[config.mk]
export PLATFORM = sky130hd
export DESIGN_NAME = bus_arbiter_rr_flat
export DESIGN_NICKNAME = d
export VERILOG_FILES = /design/src/rtl/bus_arbiter_rr_if.sv /design/src/rtl/bus_arbiter_rr.sv /design/src/flat_wrapper.sv
export SDC_FILE = /design/constraint.sdc
export NUM_CORES = 1
export LEC_CHECK = 0
export CAP_MARGIN = 5
export CORE_AREA = 3 3 40 42
export CTS_CLUSTER_DIAMETER = 80
export DETAILED_ROUTE_END_ITERATION = 10
export DIE_AREA = 0 0 43 45
export GPL_ROUTABILITY_DRIVEN = 1
export PLACE_DENSITY = 0.68
export SYNTH_ARGS = -nofsm -noshare
export SYNTH_HDL_FRONTEND = slang
export SYNTH_SLANG_ARGS = --single-unit
[constraint.sdc]
create_clock -name clock -period 1.65 [get_ports clock]
set_input_delay 0.4125 -clock clock [delete_from_list [all_inputs] [get_ports clock]]
set_output_delay 0.4125 -clock clock [all_outputs]
set_load 0.01 [all_outputs]
[src/rtl/bus_arbiter_rr_if.sv]
// Bundle of request/grant/completion signals between the bus masters, the bus slave and
// the round-robin arbiter, plus read-only debug views of the arbiter FSM.
interface bus_arbiter_rr_if #(
    parameter int NUM_MASTERS = 4,
    parameter int ID_WIDTH    = 2
);
    // Handshake: req[i] is a level held by master i until it sees grant[i]; once granted the
    // bus is owned until bus_done (a one-cycle completion pulse from the slave) releases it.
    // req is not a valid/ready pair on its own: dropping it never cancels an active grant.
    logic [NUM_MASTERS-1:0] req;
    logic                   bus_done;
    logic [NUM_MASTERS-1:0] grant;
    logic [ID_WIDTH-1:0]    grant_id;
    logic                   busy;
    logic                   timeout;
    logic [0:0]             fsm_state;
    logic [ID_WIDTH-1:0]    rr_ptr;

    modport master (
        input  req, bus_done,
        output grant, grant_id, busy, timeout, fsm_state, rr_ptr
    );

    modport slave (
        output req, bus_done,
        input  grant, grant_id, busy, timeout, fsm_state, rr_ptr
    );
endinterface

[src/rtl/bus_arbiter_rr.sv]
// Round-robin bus arbiter: one owner at a time, held until bus_done.
// Optional watchdog release is compiled in with `define BUS_ARB_TIMEOUT_EN.
module bus_arbiter_rr #(
    parameter int NUM_MASTERS    = 4,
    parameter int ID_WIDTH       = 2,
    parameter int TIMEOUT_CYCLES = 255
) (
    input logic               clock,
    input logic               reset,
    bus_arbiter_rr_if.master  bus
);
    localparam logic [0:0] ST_IDLE = 1'b0;
    localparam logic [0:0] ST_BUSY = 1'b1;

    logic [0:0]             state;
    logic [ID_WIDTH-1:0]    ptr;
    logic [NUM_MASTERS-1:0] grant_q;
    logic [ID_WIDTH-1:0]    grant_id_q;
    logic                   timeout_q;

    logic                   win_found;
    logic [ID_WIDTH-1:0]    win_id;
    logic [ID_WIDTH-1:0]    scan_idx;
    logic [ID_WIDTH-1:0]    ptr_next;
    logic                   to_hit;

    // Scan from the farthest offset down so the slot nearest ptr is written last and wins.
    always_comb begin
        win_found = 1'b0;
        win_id    = '0;
        scan_idx  = '0;
        for (int i = NUM_MASTERS - 1; i >= 0; i--) begin
            scan_idx = ID_WIDTH'((int'(ptr) + i) % NUM_MASTERS);
            if (bus.req[scan_idx]) begin
                win_found = 1'b1;
                win_id    = scan_idx;
            end
        end
    end

    assign ptr_next = (grant_id_q == ID_WIDTH'(NUM_MASTERS - 1)) ? '0
                                                                  : grant_id_q + 1'b1;

`ifdef BUS_ARB_TIMEOUT_EN
    localparam int CW = $clog2(TIMEOUT_CYCLES + 1);
    logic [CW-1:0] wd_cnt;

    assign to_hit = (state == ST_BUSY) && !bus.bus_done && (wd_cnt == CW'(TIMEOUT_CYCLES));

    // Held at zero while idle, which is equivalent to clearing on entry to BUSY.
    always_ff @(posedge clock) begin
        if (reset) begin
            wd_cnt <= '0;
        end else if (state == ST_IDLE) begin
            wd_cnt <= '0;
        end else if (!bus.bus_done && !to_hit) begin
            wd_cnt <= wd_cnt + 1'b1;
        end
    end
`else
    logic unused_timeout_cfg;
    assign unused_timeout_cfg = ^TIMEOUT_CYCLES;
    assign to_hit = 1'b0;
`endif

    always_ff @(posedge clock) begin
        if (reset) begin
            state      <= ST_IDLE;
            ptr        <= '0;
            grant_q    <= '0;
            grant_id_q <= '0;
            timeout_q  <= 1'b0;
        end else begin
            timeout_q <= 1'b0;
            case (state)
                ST_IDLE: begin
                    if (win_found) begin
                        state      <= ST_BUSY;
                        grant_q    <= NUM_MASTERS'(1) << win_id;
                        grant_id_q <= win_id;
                    end
                end
                ST_BUSY: begin
                    // bus_done takes priority over the watchdog on the same cycle.
                    if (bus.bus_done || to_hit) begin
                        state     <= ST_IDLE;
                        grant_q   <= '0;
                        ptr       <= ptr_next;
                        timeout_q <= to_hit;
                    end
                end
                default: begin
                    state   <= ST_IDLE;
                    grant_q <= '0;
                end
            endcase
        end
    end

    assign bus.grant     = grant_q;
    assign bus.grant_id  = grant_id_q;
    assign bus.busy      = (state == ST_BUSY);
    assign bus.timeout   = timeout_q;
    assign bus.fsm_state = state;
    assign bus.rr_ptr    = ptr;
endmodule

[src/flat_wrapper.sv]
// flat-port wrapper written by rule: the top's interface ports become plain ports
module bus_arbiter_rr_flat 
#(
    parameter int NUM_MASTERS    = 4,
    parameter int ID_WIDTH       = 2,
    parameter int TIMEOUT_CYCLES = 255
)
  (clock, reset, bus_req, bus_bus_done, bus_grant, bus_grant_id, bus_busy, bus_timeout, bus_fsm_state, bus_rr_ptr);
  bus_arbiter_rr_if #(.NUM_MASTERS(NUM_MASTERS), .ID_WIDTH(ID_WIDTH)) bus_i ();
  input logic clock;
  input logic reset;
  input wire logic [$bits(bus_i.req)-1:0] bus_req;
  input wire logic [$bits(bus_i.bus_done)-1:0] bus_bus_done;
  output wire logic [$bits(bus_i.grant)-1:0] bus_grant;
  output wire logic [$bits(bus_i.grant_id)-1:0] bus_grant_id;
  output wire logic [$bits(bus_i.busy)-1:0] bus_busy;
  output wire logic [$bits(bus_i.timeout)-1:0] bus_timeout;
  output wire logic [$bits(bus_i.fsm_state)-1:0] bus_fsm_state;
  output wire logic [$bits(bus_i.rr_ptr)-1:0] bus_rr_ptr;
  assign bus_i.req = bus_req;
  assign bus_i.bus_done = bus_bus_done;
  assign bus_grant = bus_i.grant;
  assign bus_grant_id = bus_i.grant_id;
  assign bus_busy = bus_i.busy;
  assign bus_timeout = bus_i.timeout;
  assign bus_fsm_state = bus_i.fsm_state;
  assign bus_rr_ptr = bus_i.rr_ptr;
  bus_arbiter_rr #(.NUM_MASTERS(NUM_MASTERS), .ID_WIDTH(ID_WIDTH), .TIMEOUT_CYCLES(TIMEOUT_CYCLES)) u_core (.clock(clock), .reset(reset), .bus(bus_i));
endmodule
# Word level (Yosys, flattened, before mapping)
# Cells that the tools add are included.
# W data, S select, Z words.
# word_totals
register_bits,9
output_inout_bits,11
elab_cells,43
in_bits,7
# classes
order_cmp,4
eq_ne,3
bitwise_logic,1
reduce_logical,3
shifts,1
add_sub_neg,4
muxes,23
# op_table
cell,count
$lt A2 B3 Y1 const B,4
$mux W1,10
$mux W2,5
$bmux W1 S2,4
$mux W4,2
$pmux W4 S2,1
$reduce_and A2 Y1,3
$add A2 B1 Y2 const B,2
$add A2 B2 Y2 const B,2
$shl A1 B2 Y4 const A,1
$eq A2 B2 Y1 const B,1
$ne A2 B1 Y1 const B,1
$ne A2 B2 Y1 const B,1
$pmux W1 S2,1
$not A1 Y1,1

# Logic depth before layout (Yosys ltp)
# Gate-level depths: netlist (run 1).
# depth
word_depth,10
mapped_depth,5
ltp_nobuf,4

# Least setup slack after synthesis (run 1)
# OpenSTA, ideal clock, no wires.
# synth_path
path_kind,register to register
from,register u_core.ptr[1] (netlist: u_core.bus.rr_ptr[1])
to,register u_core.grant_q[1] (netlist: u_core.bus.grant[1])
arrival_time_ps,1347
n_path_buf,0
stages_incl_launch_ff,5
slack_ps,207
setup_time_ps,96
period_less_slack_ps,1443
required_time_ps,1554
path_cell_list,dfxtp_1 > mux2i_1 > nor2_1 > or3_4 > o41ai_2
# synth_between
elab_chain_len,10
elab_cells_between_ends,24
classes_between,add/sub (3); eq/ne (1); shift (1); mux (18); reduce/logical (1)
# synth_lines
element,line,text
from (decl),bus_arbiter_rr.sv:16,logic [ID_WIDTH-1:0] ptr;
from (signal assigned),bus_arbiter_rr.sv:88,ptr <= ptr_next;
$add A2 B2 Y2,bus_arbiter_rr.sv:33,scan_idx = ID_WIDTH'((int'(ptr) + i) % NUM_MASTERS);
$bmux W1 S2,bus_arbiter_rr.sv:34,if (bus.req[scan_idx]) begin
$mux W1 (not written as such),bus_arbiter_rr.sv:34,
$mux W2 (4 in a row),bus_arbiter_rr.sv:34,
$shl A1 B2 Y4,bus_arbiter_rr.sv:79,grant_q <= NUM_MASTERS'(1) << win_id;
$mux W4,bus_arbiter_rr.sv:77,if (win_found) begin
$pmux W4 S2,bus_arbiter_rr.sv:75,case (state)
to (signal assigned),bus_arbiter_rr.sv:79,
to (decl),bus_arbiter_rr.sv:17,logic [NUM_MASTERS-1:0] grant_q;
# Several ways; a longest one is shown, not always the timed one. The select of a mux whose other input is x is not followed.
# A chain may end at the register's enable or synchronous reset.

# Worst setup path after layout (run 1)
# layout_path
from,register u_core.ptr[1] (netlist: u_core.bus.rr_ptr[1])
to,output port bus_rr_ptr[1]
# layout_rtl
element,line,text
to (decl),flat_wrapper.sv:19,output wire logic [$bits(bus_i.rr_ptr)-1:0] bus_rr_ptr;
# No word-level cell between the ends.

==> results by group, run 1 <==
Timing
  • Final min period: 1600 ps
  • Setup TNS: 0 ps
  • Final setup fails: 0
  • PnR worst setup slack: 46.6 ps
  • Skew final: 1.95 ps
  • Highest Clock Rate: 624 MHz
  • Tcrit/Tclk final: 97.2%
  • Slew at the pin closest to its max-slew limit: 530 ps
  • Hold Fails Final Rpt: 0
  • Slew headroom: 64.6%
  • RSZ-0062 raised after global routing: false
  • Max Slew Vio Count: 0

Critical path
  • Worst Reg-to-Reg Cells: 4
  • Critical-path top delay cell: clkdlybuf4s50_1
  • Critical Path, Cell by Cell: clkdlybuf4s50_1
  • Required time of the critical path: 1240 ps
  • Startpoint types: register
  • Worst path buffer plus inverter count: 1
  • Crit end category: output port
  • Worst EP arrival: 1190 ps
  • Levels on crit path: 1
  • CP max FO: 7
  • Slowest cell delay on critical path: 550 ps
  • CP delay by family, top: buffers and inverters
  • Kind of critical path: reg2out

Global routing
  • Largest net degree at the start of global routing: 14
  • GR Util All Layers: 13.5%
  • Vias in the first global route: 449
  • Global-route wire length before repair: 1930 um
  • Initial antenna violation count: 0
  • Gr ovfl total: 0

Route
  • Via density: 5.66
  • WL met3: 54 um
  • Drt drc: 0
  • Top layer in use: met4
  • Metal-1 WL: 564 um
  • Met2 WL post-DR: 564 um
  • Post-Route WL: 1240 um
  • DR vias: 515
  • DR WL/cell: 13.7 um
  • DRT antenna net count: 0
  • DR pass1 iterations: 2
  • Iteration-0 DRC count of the detailed router: 5

Layout
  • Register area: 185 um^2
  • Ratio of cells with drive above 1 in the final layout: 25.0%
  • Nets@finish: 85
  • Final instance area: 772 um^2
  • Fin cells: 91
  • Synth-to-layout area growth: 57.0%
  • Multi-input logic area: 317 um^2
  • N_diodes: 0
  • Filler cells: 120

Placement
  • Inst Count DP: 87
  • Dpl cell area: 701 um^2
  • Post-DP HPWL: 887 um
  • Worst setup slack after placement: -327 ps
  • Port buffer count: 16
  • GPL Wtd Cong: 0.737

Yosys
  • Syn avg cell area: 9.11 um^2
  • Synth area leaders: dfxtp_1 (37%), nand4b_1 (7.1%), o41ai_2 (6.6%), buf_4 (4.6%), a21oi_1 (4.1%)
  • Yosys cell types: 28
  • Mapped Cells: 54
  • Count leader, synth: dfxtp_1
  • Synth Warn #: 0
  • Syn Nets: 62
  • Synthesized area: 492 um^2
  • FF+latch count, synth: 9
  • Seq/Total Area, Yosys: 36.6%
  • Most frequently used flop master after synthesis: dfxtp_1
  • Largest area contributor in the netlist: dfxtp_1
  • Top cell type's share of synthesized area: 36.6%
  • Synth cell count leaders: dfxtp_1 (9), a21oi_1 (4), nand2_1 (4), nand4b_1 (4), nor2_1 (4)
  • FFs w/ async S/R, synth: 0%
  • Post-synth EDFFs: 0

Hold path
  • Worst min path class: reg2reg
  • Hold Path Cell Cnt: 2

Clock tree
  • Post-CTS Setup Inserts: 0
  • H-tree depth: 1
  • Root Buffer: clkbuf_4
  • Clk_lat worst skew: 260 ps
  • Post-CTS Hold Fix Bufs: 0
  • CTS Buffer Depth: 2
  • Register clock-pin slew on the reported worst setup and hold paths: 60 ps
  • CTS Buf Count: 3
  • CTS tree: done
  • Clk sinks: 9

Flow run
  • MaxCap Viol Count: 0

Outcome
  • Status: finished clean

Floorplan
  • Num rows: 13
  • Die Span Y: 45 um
  • Placeable core area: 1280 um^2
  • Top-level port count: 18
  • DIE AREA: 1940 um^2
  • Initial Util: 38.3%
  • Die extent in x: 43 um

Pwr
  • Cell area power density: 730 nW/um^2
  • Final Total Pwr: 563 uW
  • Pleak: 0.000343 uW
  • VDD IR max: 395 uV
## cell type report
cell class	instances	area share, %
timing repair buffer	22	29.2
tap	15	2.43
multi-input combinational	41	41.0
sequential	9	24.0
clock buffer	4	3.40
## through the flow
stage | hold WS (ps) | utilization (%)
2_1_floorplan | 496 | -
3_3_place_gp | 490 | 54.5
3_5_place_dp | 487 | 54.5
4_1_cts | 498 | 57.2
5_1_grt | 532 | 60.1
6_report | 494 | 60.1
## power breakdown
| group | internal (uW) | switching [uW] |
|---|---|---|
| sequential | 232 | 13.4 |
| clock | 93.3 | 78.9 |
| combinational | 77.3 | 67.9 |
## layout by cell type (no fill, tap or decap), types with 2 or more instances in the layout
cell,count
buf_4,5
clkbuf_4,3
nand4b_1,4
nor2_1,4
nor3_1,2
dfxtp_2,4
dlygate4sd2_1,2
nor2b_1,2
clkdlybuf4s50_1,10
nand2_1,4
dfxtp_1,5
a21oi_1,4
o41ai_2,3
dlymetal6s2s_1,4
## state kept, by name, indices dropped and copies added, names as in the netlist
signal	flops
u_core.bus.rr_ptr	2
u_core.bus.grant	4
u_core.bus.grant_id	2
u_core.bus.busy	1
## what timing repair did
action / CTS / global route
endpoints found under the setup margin: 7 / 9
resized for setup: 5 / 11
hold endpoints to repair: 0 / 0
## cell families (layout without fill, tap and decap cells)
family / Yosys count / after routing / synth area share (%)
buffers and inverters: 4 / 26 / 5.60
AOI/OAI and AO/OA: 16 / 16 / 26.0
muxes: 1 / 1 / 2.04
and+or+nand+nor: 22 / 22 / 26.5
DFF: 9 / 9 / 36.6
other: 1 / 1 / 0.763
adders and majority gates: 1 / 1 / 2.54
## routing by layer
layer | vias up | track usage [%]
met2 | 18 | 19.2
li1 | 247 | -
met4 | 0 | 11.4
met1 | 242 | 17.5
met5 | - | 0
met3 | 8 | 2.79
## worst paths after layout
| kind | from | to | slack, ps |
|---|---|---|---|
| hold / removal | u_core.bus.grant_id[1] | u_core.bus.grant_id[1] | 490 |
| setup reg to reg | u_core.bus.rr_ptr[1] | u_core.bus.grant[1] | 200 |
| setup / recovery | u_core.bus.rr_ptr[1] | bus_rr_ptr[1] | 50 |
| hold reg to reg | u_core.bus.grant_id[1] | u_core.bus.grant_id[1] | 490 |
(Power assumes the default switching activity.)
==> run 2, diff against run 1 <==
--- a/config.mk
+++ b/config.mk
@@ -5,6 +5,7 @@
 export SDC_FILE = /design/constraint.sdc
 export NUM_CORES = 1
 export LEC_CHECK = 0
+export ABC_CLOCK_PERIOD_IN_PS = 1650
 export CAP_MARGIN = 5
 export CORE_AREA = 3 3 40 42
 export CTS_CLUSTER_DIAMETER = 80
==> results of run 2 <==
Same layout as run 1: the final DEF is identical, and so are final timing and power.
